[config.mk]
export PLATFORM = sky130hd
export DESIGN_NAME = alu_issue_flat
export DESIGN_NICKNAME = d
export VERILOG_FILES = /design/src/rtl/alu_issue_if.sv /design/src/rtl/alu_issue.sv /design/src/flat_wrapper.sv
export SDC_FILE = /design/constraint.sdc
export NUM_CORES = 1
export LEC_CHECK = 0
export ABC_AREA = 1
export BUFFER_PORTS_ARGS = -buffer_cell sky130_fd_sc_hd__buf_4
export CAP_MARGIN = 20
export CORE_UTILIZATION = 51
export DETAILED_ROUTE_END_ITERATION = 16
export GPL_TIMING_DRIVEN = 1
export PLACE_DENSITY = 0.87
export SETUP_SLACK_MARGIN = 0.02
export SYNTH_ARGS = -nofsm -noshare
export SYNTH_HDL_FRONTEND = slang
export SYNTH_SLANG_ARGS = --single-unit
[constraint.sdc]
create_clock -name clk -period 2.2 [get_ports clk]
set_input_delay 0.44 -clock clk [delete_from_list [all_inputs] [get_ports clk]]
set_output_delay 0.44 -clock clk [all_outputs]
set_load 0.05 [all_outputs]
[src/rtl/alu_issue_if.sv]
// Request, ALU-drive and response signal bundle for alu_issue.
// The slave modport is the issue block's view; master is the surrounding datapath/bench.
interface alu_issue_if #(
  parameter int unsigned DATA_WIDTH = 32
);
  logic                  req_valid;
  logic                  req_ready;
  logic [5:0]            req_funct;
  logic [DATA_WIDTH-1:0] req_a;
  logic [DATA_WIDTH-1:0] req_b;

  logic [DATA_WIDTH-1:0] alu_A;
  logic [DATA_WIDTH-1:0] alu_B;
  logic [2:0]            alu_op;
  logic [DATA_WIDTH-1:0] alu_result;
  logic                  alu_overflow;

  logic                  rsp_valid;
  logic                  rsp_ready;
  logic [DATA_WIDTH-1:0] rsp_result;
  logic                  rsp_zero;
  logic                  rsp_ovf;
  logic                  rsp_illegal;

  modport slave (
    input  req_valid, req_funct, req_a, req_b, alu_result, alu_overflow, rsp_ready,
    output req_ready, alu_A, alu_B, alu_op, rsp_valid, rsp_result, rsp_zero, rsp_ovf,
           rsp_illegal
  );

  modport master (
    output req_valid, req_funct, req_a, req_b, alu_result, alu_overflow, rsp_ready,
    input  req_ready, alu_A, alu_B, alu_op, rsp_valid, rsp_result, rsp_zero, rsp_ovf,
           rsp_illegal
  );
endinterface

[src/rtl/alu_issue.sv]
// Sequential R-type issue front end: decodes funct, drives the 3-bit-op ALU through registers,
// and synthesizes XOR (AND pass then OR pass) and SLTU (MSB-flipped signed compare).
module alu_issue #(
  parameter int unsigned DATA_WIDTH = 32
) (
  input logic        clk,
  input logic        rst,
  alu_issue_if.slave bus
);

  localparam logic [5:0] FnAdd  = 6'h20;
  localparam logic [5:0] FnAddu = 6'h21;
  localparam logic [5:0] FnSub  = 6'h22;
  localparam logic [5:0] FnSubu = 6'h23;
  localparam logic [5:0] FnAnd  = 6'h24;
  localparam logic [5:0] FnOr   = 6'h25;
  localparam logic [5:0] FnXor  = 6'h26;
  localparam logic [5:0] FnSlt  = 6'h2A;
  localparam logic [5:0] FnSltu = 6'h2B;

  localparam logic [2:0] OpAnd = 3'b000;
  localparam logic [2:0] OpOr  = 3'b001;
  localparam logic [2:0] OpAdd = 3'b010;
  localparam logic [2:0] OpSub = 3'b110;
  localparam logic [2:0] OpSlt = 3'b111;

  localparam logic [DATA_WIDTH-1:0] MsbMask = {1'b1, {(DATA_WIDTH-1){1'b0}}};

  typedef enum logic [1:0] {
    StIdle,
    StEx1,
    StEx2,
    StResp
  } state_e;

  state_e                r_state;
  logic [5:0]            r_funct;
  logic [DATA_WIDTH-1:0] r_temp;
  logic [DATA_WIDTH-1:0] r_alu_a;
  logic [DATA_WIDTH-1:0] r_alu_b;
  logic [2:0]            r_alu_op;
  logic                  r_rsp_valid;
  logic [DATA_WIDTH-1:0] r_rsp_result;
  logic                  r_rsp_zero;
  logic                  r_rsp_ovf;
  logic                  r_rsp_illegal;

  state_e                w_state_nxt;
  logic [5:0]            w_funct_nxt;
  logic [DATA_WIDTH-1:0] w_temp_nxt;
  logic [DATA_WIDTH-1:0] w_alu_a_nxt;
  logic [DATA_WIDTH-1:0] w_alu_b_nxt;
  logic [2:0]            w_alu_op_nxt;
  logic                  w_rsp_valid_nxt;
  logic [DATA_WIDTH-1:0] w_rsp_result_nxt;
  logic                  w_rsp_zero_nxt;
  logic                  w_rsp_ovf_nxt;
  logic                  w_rsp_illegal_nxt;

  logic [2:0]            w_dec_op;
  logic                  w_dec_legal;
  logic [DATA_WIDTH-1:0] w_dec_mask;
  logic                  w_signed_op;
  logic [DATA_WIDTH-1:0] w_xor_result;

  // XOR issues AND first; its result is kept in r_temp for the OR pass.
  always_comb begin
    w_dec_op    = OpAnd;
    w_dec_legal = 1'b1;
    w_dec_mask  = '0;
    case (bus.req_funct)
      FnAnd, FnXor:   w_dec_op = OpAnd;
      FnOr:           w_dec_op = OpOr;
      FnAdd, FnAddu:  w_dec_op = OpAdd;
      FnSub, FnSubu:  w_dec_op = OpSub;
      FnSlt:          w_dec_op = OpSlt;
      FnSltu: begin
        w_dec_op   = OpSlt;
        w_dec_mask = MsbMask;
      end
      default:        w_dec_legal = 1'b0;
    endcase
  end

  assign w_signed_op  = (r_funct == FnAdd) || (r_funct == FnSub);
  assign w_xor_result = bus.alu_result & ~r_temp;

  always_comb begin
    w_state_nxt       = r_state;
    w_funct_nxt       = r_funct;
    w_temp_nxt        = r_temp;
    w_alu_a_nxt       = r_alu_a;
    w_alu_b_nxt       = r_alu_b;
    w_alu_op_nxt      = r_alu_op;
    w_rsp_valid_nxt   = r_rsp_valid;
    w_rsp_result_nxt  = r_rsp_result;
    w_rsp_zero_nxt    = r_rsp_zero;
    w_rsp_ovf_nxt     = r_rsp_ovf;
    w_rsp_illegal_nxt = r_rsp_illegal;

    case (r_state)
      StIdle: begin
        if (bus.req_valid) begin
          w_funct_nxt  = bus.req_funct;
          w_alu_a_nxt  = bus.req_a ^ w_dec_mask;
          w_alu_b_nxt  = bus.req_b ^ w_dec_mask;
          w_alu_op_nxt = w_dec_op;
          if (w_dec_legal) begin
            w_state_nxt = StEx1;
          end else begin
            w_state_nxt       = StResp;
            w_rsp_valid_nxt   = 1'b1;
            w_rsp_result_nxt  = '0;
            w_rsp_zero_nxt    = 1'b1;
            w_rsp_ovf_nxt     = 1'b0;
            w_rsp_illegal_nxt = 1'b1;
          end
        end
      end
      StEx1: begin
        if (r_funct == FnXor) begin
          w_temp_nxt   = bus.alu_result;
          w_alu_op_nxt = OpOr;
          w_state_nxt  = StEx2;
        end else begin
          w_state_nxt       = StResp;
          w_rsp_valid_nxt   = 1'b1;
          w_rsp_result_nxt  = bus.alu_result;
          w_rsp_zero_nxt    = (bus.alu_result == '0);
          w_rsp_ovf_nxt     = w_signed_op & bus.alu_overflow;
          w_rsp_illegal_nxt = 1'b0;
        end
      end
      StEx2: begin
        w_state_nxt       = StResp;
        w_rsp_valid_nxt   = 1'b1;
        w_rsp_result_nxt  = w_xor_result;
        w_rsp_zero_nxt    = (w_xor_result == '0);
        w_rsp_ovf_nxt     = 1'b0;
        w_rsp_illegal_nxt = 1'b0;
      end
      StResp: begin
        if (bus.rsp_ready) begin
          w_state_nxt     = StIdle;
          w_rsp_valid_nxt = 1'b0;
        end
      end
      default: w_state_nxt = StIdle;
    endcase
  end

  always_ff @(posedge clk) begin
    if (rst) begin
      r_state       <= StIdle;
      r_funct       <= '0;
      r_temp        <= '0;
      r_alu_a       <= '0;
      r_alu_b       <= '0;
      r_alu_op      <= OpAnd;
      r_rsp_valid   <= 1'b0;
      r_rsp_result  <= '0;
      r_rsp_zero    <= 1'b0;
      r_rsp_ovf     <= 1'b0;
      r_rsp_illegal <= 1'b0;
    end else begin
      r_state       <= w_state_nxt;
      r_funct       <= w_funct_nxt;
      r_temp        <= w_temp_nxt;
      r_alu_a       <= w_alu_a_nxt;
      r_alu_b       <= w_alu_b_nxt;
      r_alu_op      <= w_alu_op_nxt;
      r_rsp_valid   <= w_rsp_valid_nxt;
      r_rsp_result  <= w_rsp_result_nxt;
      r_rsp_zero    <= w_rsp_zero_nxt;
      r_rsp_ovf     <= w_rsp_ovf_nxt;
      r_rsp_illegal <= w_rsp_illegal_nxt;
    end
  end

  assign bus.req_ready   = (r_state == StIdle) && !rst;
  assign bus.alu_A       = r_alu_a;
  assign bus.alu_B       = r_alu_b;
  assign bus.alu_op      = r_alu_op;
  assign bus.rsp_valid   = r_rsp_valid;
  assign bus.rsp_result  = r_rsp_result;
  assign bus.rsp_zero    = r_rsp_zero;
  assign bus.rsp_ovf     = r_rsp_ovf;
  assign bus.rsp_illegal = r_rsp_illegal;

endmodule

[src/flat_wrapper.sv]
// flat-port wrapper written by rule: the top's interface ports become plain ports
module alu_issue_flat 
#(
  parameter int unsigned DATA_WIDTH = 32
)
  (clk, rst, bus_req_valid, bus_req_funct, bus_req_a, bus_req_b, bus_alu_result, bus_alu_overflow, bus_rsp_ready, bus_req_ready, bus_alu_A, bus_alu_B, bus_alu_op, bus_rsp_valid, bus_rsp_result, bus_rsp_zero, bus_rsp_ovf, bus_rsp_illegal);
  alu_issue_if #(.DATA_WIDTH(DATA_WIDTH)) bus_i ();
  input logic clk;
  input logic rst;
  input wire logic [$bits(bus_i.req_valid)-1:0] bus_req_valid;
  input wire logic [$bits(bus_i.req_funct)-1:0] bus_req_funct;
  input wire logic [$bits(bus_i.req_a)-1:0] bus_req_a;
  input wire logic [$bits(bus_i.req_b)-1:0] bus_req_b;
  input wire logic [$bits(bus_i.alu_result)-1:0] bus_alu_result;
  input wire logic [$bits(bus_i.alu_overflow)-1:0] bus_alu_overflow;
  input wire logic [$bits(bus_i.rsp_ready)-1:0] bus_rsp_ready;
  output wire logic [$bits(bus_i.req_ready)-1:0] bus_req_ready;
  output wire logic [$bits(bus_i.alu_A)-1:0] bus_alu_A;
  output wire logic [$bits(bus_i.alu_B)-1:0] bus_alu_B;
  output wire logic [$bits(bus_i.alu_op)-1:0] bus_alu_op;
  output wire logic [$bits(bus_i.rsp_valid)-1:0] bus_rsp_valid;
  output wire logic [$bits(bus_i.rsp_result)-1:0] bus_rsp_result;
  output wire logic [$bits(bus_i.rsp_zero)-1:0] bus_rsp_zero;
  output wire logic [$bits(bus_i.rsp_ovf)-1:0] bus_rsp_ovf;
  output wire logic [$bits(bus_i.rsp_illegal)-1:0] bus_rsp_illegal;
  assign bus_i.req_valid = bus_req_valid;
  assign bus_i.req_funct = bus_req_funct;
  assign bus_i.req_a = bus_req_a;
  assign bus_i.req_b = bus_req_b;
  assign bus_i.alu_result = bus_alu_result;
  assign bus_i.alu_overflow = bus_alu_overflow;
  assign bus_i.rsp_ready = bus_rsp_ready;
  assign bus_req_ready = bus_i.req_ready;
  assign bus_alu_A = bus_i.alu_A;
  assign bus_alu_B = bus_i.alu_B;
  assign bus_alu_op = bus_i.alu_op;
  assign bus_rsp_valid = bus_i.rsp_valid;
  assign bus_rsp_result = bus_i.rsp_result;
  assign bus_rsp_zero = bus_i.rsp_zero;
  assign bus_rsp_ovf = bus_i.rsp_ovf;
  assign bus_rsp_illegal = bus_i.rsp_illegal;
  alu_issue #(.DATA_WIDTH(DATA_WIDTH)) u_core (.clk(clk), .rst(rst), .bus(bus_i));
endmodule
After elaboration in Yosys (flattened, before gate mapping)
Cells that the tools add are included.

Eq/ne operators: 20. Muxes and demuxes: 28. Bitwise gates (word level): 5. Reduce and logical (&&, ||, !) cells: 18.

Operators with widths (count): $mux W32 (4); $pmux W32 S3 (1); $eq A6 B6 Y1 const B (12); $logic_not A32 Y1 (2); $xor A32 B32 Y32 (2); $and A32 B32 Y32 (1); $not A32 Y32 (1); $pmux W3 S4 (1); $mux W1 (11); $pmux W1 S3 (3); $reduce_or A9 Y1 (1); $ne A2 B2 Y1 const B (4); $pmux W2 S4 (1); $reduce_and A4 Y1 (2); $mux W2 (3); $mux W3 (2); $pmux W3 S2 (1); $reduce_and A2 Y1 (3); $reduce_or A2 Y1 (3); $eq A2 B2 Y1 const B (2); $pmux W1 S4 (1); $reduce_and A3 Y1 (1); $reduce_bool A3 Y1 (1); $eq A2 B1 Y1 const B (1); 7 further kinds (7).

Bits in registers: 143. Input port bits: 107. Logic and storage cells: 82.

Longest topological paths before layout
Word-level depth: 6. Mapped depth: 11. Gate-level depth less buffers: 11.

Least setup slack after synthesis
No wires, ideal clock.

Kind: input to output. Start: in rst. End: out bus_req_ready. Arrival: 1.495 ns. Data required time: 1.760 ns. Slack: 0.265 ns. Cell stages on the path: 3. Path buffers: 2. Cells stage by stage: clkbuf_1 -> clkbuf_1 -> nor2_1.

Word-level cells in the longest chain between the ends: 2.

RTL lines: start, declared (RTL line flat_wrapper.sv:9) `input logic rst;`; $logic_not A1 Y1 (RTL line alu_issue.sv:180) `assign bus.req_ready = (r_state == StIdle) && !rst;`; $logic_and A1 B1 Y1 (RTL line alu_issue.sv:180); end, declared (RTL line flat_wrapper.sv:17) `output wire logic [$bits(bus_i.req_ready)-1:0] bus_req_ready;`.

Every way passes these cells.

Worst setup path after layout
Start: reg u_core.r_state[1]. End: out bus_req_ready.

Word-level cells in the longest chain between the ends: 2.

RTL lines: start, declared (RTL line alu_issue.sv:36) `state_e r_state;`; start signal, assigned (RTL line alu_issue.sv:154) `r_state <= StIdle;`; start signal, assigned (RTL line alu_issue.sv:166) `r_state <= w_state_nxt;`; $logic_not A2 Y1 (RTL line alu_issue.sv:180); $logic_and A1 B1 Y1 (RTL line alu_issue.sv:180).

Every way passes these cells.

==> metrics <==
worst slew margin relative to its limit=50.57%; highest-delay cell along the critical path=sky130_fd_sc_hd__dfxtp_1; number of sinks driven by the clock tree=143; critical path, cell by cell=inv_1 > ha_1 > inv_1 > nor2_1 > buf_4; dominant cell type by area after synthesis=sky130_fd_sc_hd__dfxtp_1; Yosys top cell area share=45.18%; I/O Pins=211; ant diodes=0; Top Family by Delay on Critical Path=buffers and inverters; WP buf/inv=3; placer congestion estimate=0.8423; total grt overflow=0; Final setup viols=0; PnR worst setup slack=129.3 ps; cell leakage power=0.003791 uW; slack of the worst reg-to-reg path=200 ps; initial core utilization=52.53%; Horiz. Die Dim=113.5 um; WHS Path Cells=3; clock-pin transition on the worst setup and hold timing paths=60 ps; detailed-placement wirelength estimate=12.06 mm; Hold/Removal Path Class=input pin to flop; number of global-route vias before repair=6035; Final Critical Period=2071 ps; most used cell along the critical path=sky130_fd_sc_hd__inv_1; Global Route met1 Usage=32.13%; met3 Track Usage GR=9.617%; worst endpoint required time=1760 ps; Final Hold Viols=0; total iterations of the first detailed-routing run=5; type of the setup path with the least slack=flop to primary output; number of vias per cell after detailed routing=5.156; DRT antenna net count=0; clock buffer count from CTS=17; Yosys Warn Count=0; overall die area=12870 um2; synthesized netlist cell count=859; y dimension of the die=113.5 um; Unique masters post-synth=30; dpl cells=1192; total DRC errors in the routed layout=0; maximum number of pins on one net before global-route repair=69; DRT iter0 DRCs=495; result of the run=finished, final reports clean; Critical Path AT=1630 ps; clock root buffer=sky130_fd_sc_hd__clkbuf_16; number of max-capacitance violations reported=0; Pwr Density=1369 nW/um2; post-CTS resize count=0; number of stages on the worst setup path=5; cts hold-fix bufs=0; area growth from synthesis to layout=36.28%; drt wl/cell=14.39 um; launch point of the worst reg-to-reg path=u_core.r_state[1]$_SDFFE_PP0P_; launch instance of the worst min-delay path=bus_req_a[19]; number of inserted filler cells in the final layout=932; area of the core=12060 um2; stage delay of the slowest cell on the critical path=350 ps; measured slew at the worst slew-check pin=741.5 ps; antenna violations before repair=0; Period Utilization, post-route=94.12%; largest buffer count on any clock path=2; post-synthesis instance area=6336 um2; global-route met2 utilization=47.48%; global-route wire length before repair=28.23 mm; hold path endpoint=u_core.bus.alu_A[19]$_SDFFE_PP0P_; floorplan row count=40; final clock skew=4.844 ps; final max-slew violation count=0; Port Buf Inserts=210; total routing resource utilization after global routing=27.70%; number of H-tree levels=4; worst vdd rail ir drop=1163 uV; layout cells sized above 1=28.63%; TNS Setup=0 ps; overall via count from detail_route=6306; filler-free cell count of the finished design=1223; fraction of the yosys area taken by sequential cells=45.18%; layout net count=1154; number of nets in the synthesized netlist=970; source-to-sink clock delay at the later pin of the worst-skew pair=410 ps; CP startpoint kind=flop; Critical R2R Capture=u_core.bus.rsp_result[3]$_SDFFE_PP0P_; Register-to-Register Path Depth=10; register bit total from synthesis=143; max frequency=0.4829 GHz; endpoint kind of the worst setup timing path=primary output; clock tree from TritonCTS=done; top cells by area, synth=sky130_fd_sc_hd__dfxtp_1 45%, sky130_fd_sc_hd__nor2_1 11%, sky130_fd_sc_hd__o21ai_0 5.9%; setup repair after global routing missed its margin=false; final wirelength=17.60 mm; final-layout worst hold slack=267.1 ps; Post-Place Setup Slack=258.3 ps; mean post-synth cell area=7.376 um2; busiest metal layer after global routing=met2; post-CTS setup repair buffer count=0; Max FO, Critical Path=4
-- flip-flops by register name, indices dropped and copies added (netlist names) --
name                    count
u_core.bus.rsp_illegal      1
u_core.r_funct              6
u_core.bus.alu_A           32
u_core.bus.alu_B           32
u_core.r_state              2
u_core.bus.rsp_valid        1
u_core.bus.rsp_result      32
u_core.bus.rsp_ovf          1
u_core.bus.rsp_zero         1
u_core.r_temp              32
u_core.bus.alu_op           3
-- power by group --
part | internal (uW) | switching [uW] | leakage, uW
Sequential | 3120 | 302 | 0.00117
Clock | 2090 | 1060 | 0.000315
Combinational | 1560 | 3670 | 0.00231
Total | 6780 | 5040 | 0.00379
-- cell type report --
| type | instances | area [um2] | area share (%) |
|---|---|---|---|
| clock inverter | 10 | 183.9 | 2.130 |
| multi-input combinational | 574 | 2855 | 33.07 |
| clock buffer | 21 | 470.5 | 5.448 |
| timing repair buffer | 223 | 1737 | 20.11 |
| tap | 168 | 210.2 | 2.434 |
| sequential | 143 | 2863 | 33.15 |
| inverter | 84 | 315.3 | 3.652 |
-- worst max path at each step --
| stage | endpoint | slack, ps | from |
|---|---|---|---|
| after floorplan | bus_req_ready | 270 | rst |
| after global placement | u_core.bus.rsp_result[24]$_SDFFE_PP0P_ | 370 | u_core.r_state[0]$_SDFFE_PP0P_ |
| after detailed placement | u_core.bus.rsp_result[30]$_SDFFE_PP0P_ | 260 | u_core.r_state[0]$_SDFFE_PP0P_ |
| after CTS | bus_req_ready | 130 | u_core.r_state[1]$_SDFFE_PP0P_ |
| after global routing | u_core.bus.rsp_result[3]$_SDFFE_PP0P_ | 20 | u_core.r_state[0]$_SDFFE_PP0P_ |
| final | bus_req_ready | 130 | u_core.r_state[1]$_SDFFE_PP0P_ |
-- cell usage after synthesis, drive strengths merged --
master / n
nand2: 99
a21oi: 75
o211ai: 1
ha: 4
nand3: 44
dfxtp: 143
buf: 29
nor3: 33
xnor2: 2
nor3b: 3
a211oi: 32
nor4: 1
o21ai: 79
inv: 84
clkbuf: 29
nor2: 191
nand4: 10
-- tightest hold or removal path, cell delays in order --
cell and delay [ps]:
sky130_fd_sc_hd__buf_4 70, sky130_fd_sc_hd__o21ai_1 60, sky130_fd_sc_hd__nor2_1 70
-- placed cells by master (no fill, tap or decap), types with 3 or more instances in the layout --
cell type and n:
sky130_fd_sc_hd__nand2_2 3, sky130_fd_sc_hd__clkbuf_8 3, sky130_fd_sc_hd__a21oi_2 20, sky130_fd_sc_hd__nand3_1 24, sky130_fd_sc_hd__inv_2 3, sky130_fd_sc_hd__buf_4 218, sky130_fd_sc_hd__nand3_2 20, sky130_fd_sc_hd__dfxtp_1 143
sky130_fd_sc_hd__inv_1 81, sky130_fd_sc_hd__nor3b_1 3, sky130_fd_sc_hd__bufinv_16 5, sky130_fd_sc_hd__o21ai_0 75, sky130_fd_sc_hd__ha_1 4, sky130_fd_sc_hd__o21ai_1 3, sky130_fd_sc_hd__a21oi_1 55, sky130_fd_sc_hd__buf_12 5
sky130_fd_sc_hd__nor2_1 190, sky130_fd_sc_hd__nand4_1 10, sky130_fd_sc_hd__nor3_1 33, sky130_fd_sc_hd__nand2_1 95, sky130_fd_sc_hd__a211oi_1 32, sky130_fd_sc_hd__clkbuf_16 17
-- metal layers --
layer	up-vias	part of all wire, %
li1	3162	-
met1	2835	39
met2	275	50
met3	34	9.2
met4	0	2.2
met5	-	0
-- stage by stage --
step                      util, %  area (um2)  power [uW]
after floorplan                 -        6336        7187
after global placement      66.16        7980        8588
after detailed placement    66.16        7980        8669
after CTS                   71.59        8635       11850
after global routing        71.59        8635       12410
final                       71.59        8635       11820
-- cell families after synthesis --
group	synth area share (%)
AOI/OAI and AO/OA	17.44
xor gates and xnor gates	0.2765
adders and majority gates	0.7899
buffers and inverters	9.795
DFF	45.18
and+or+nand+nor	26.52
(Power assumes the default switching activity.)
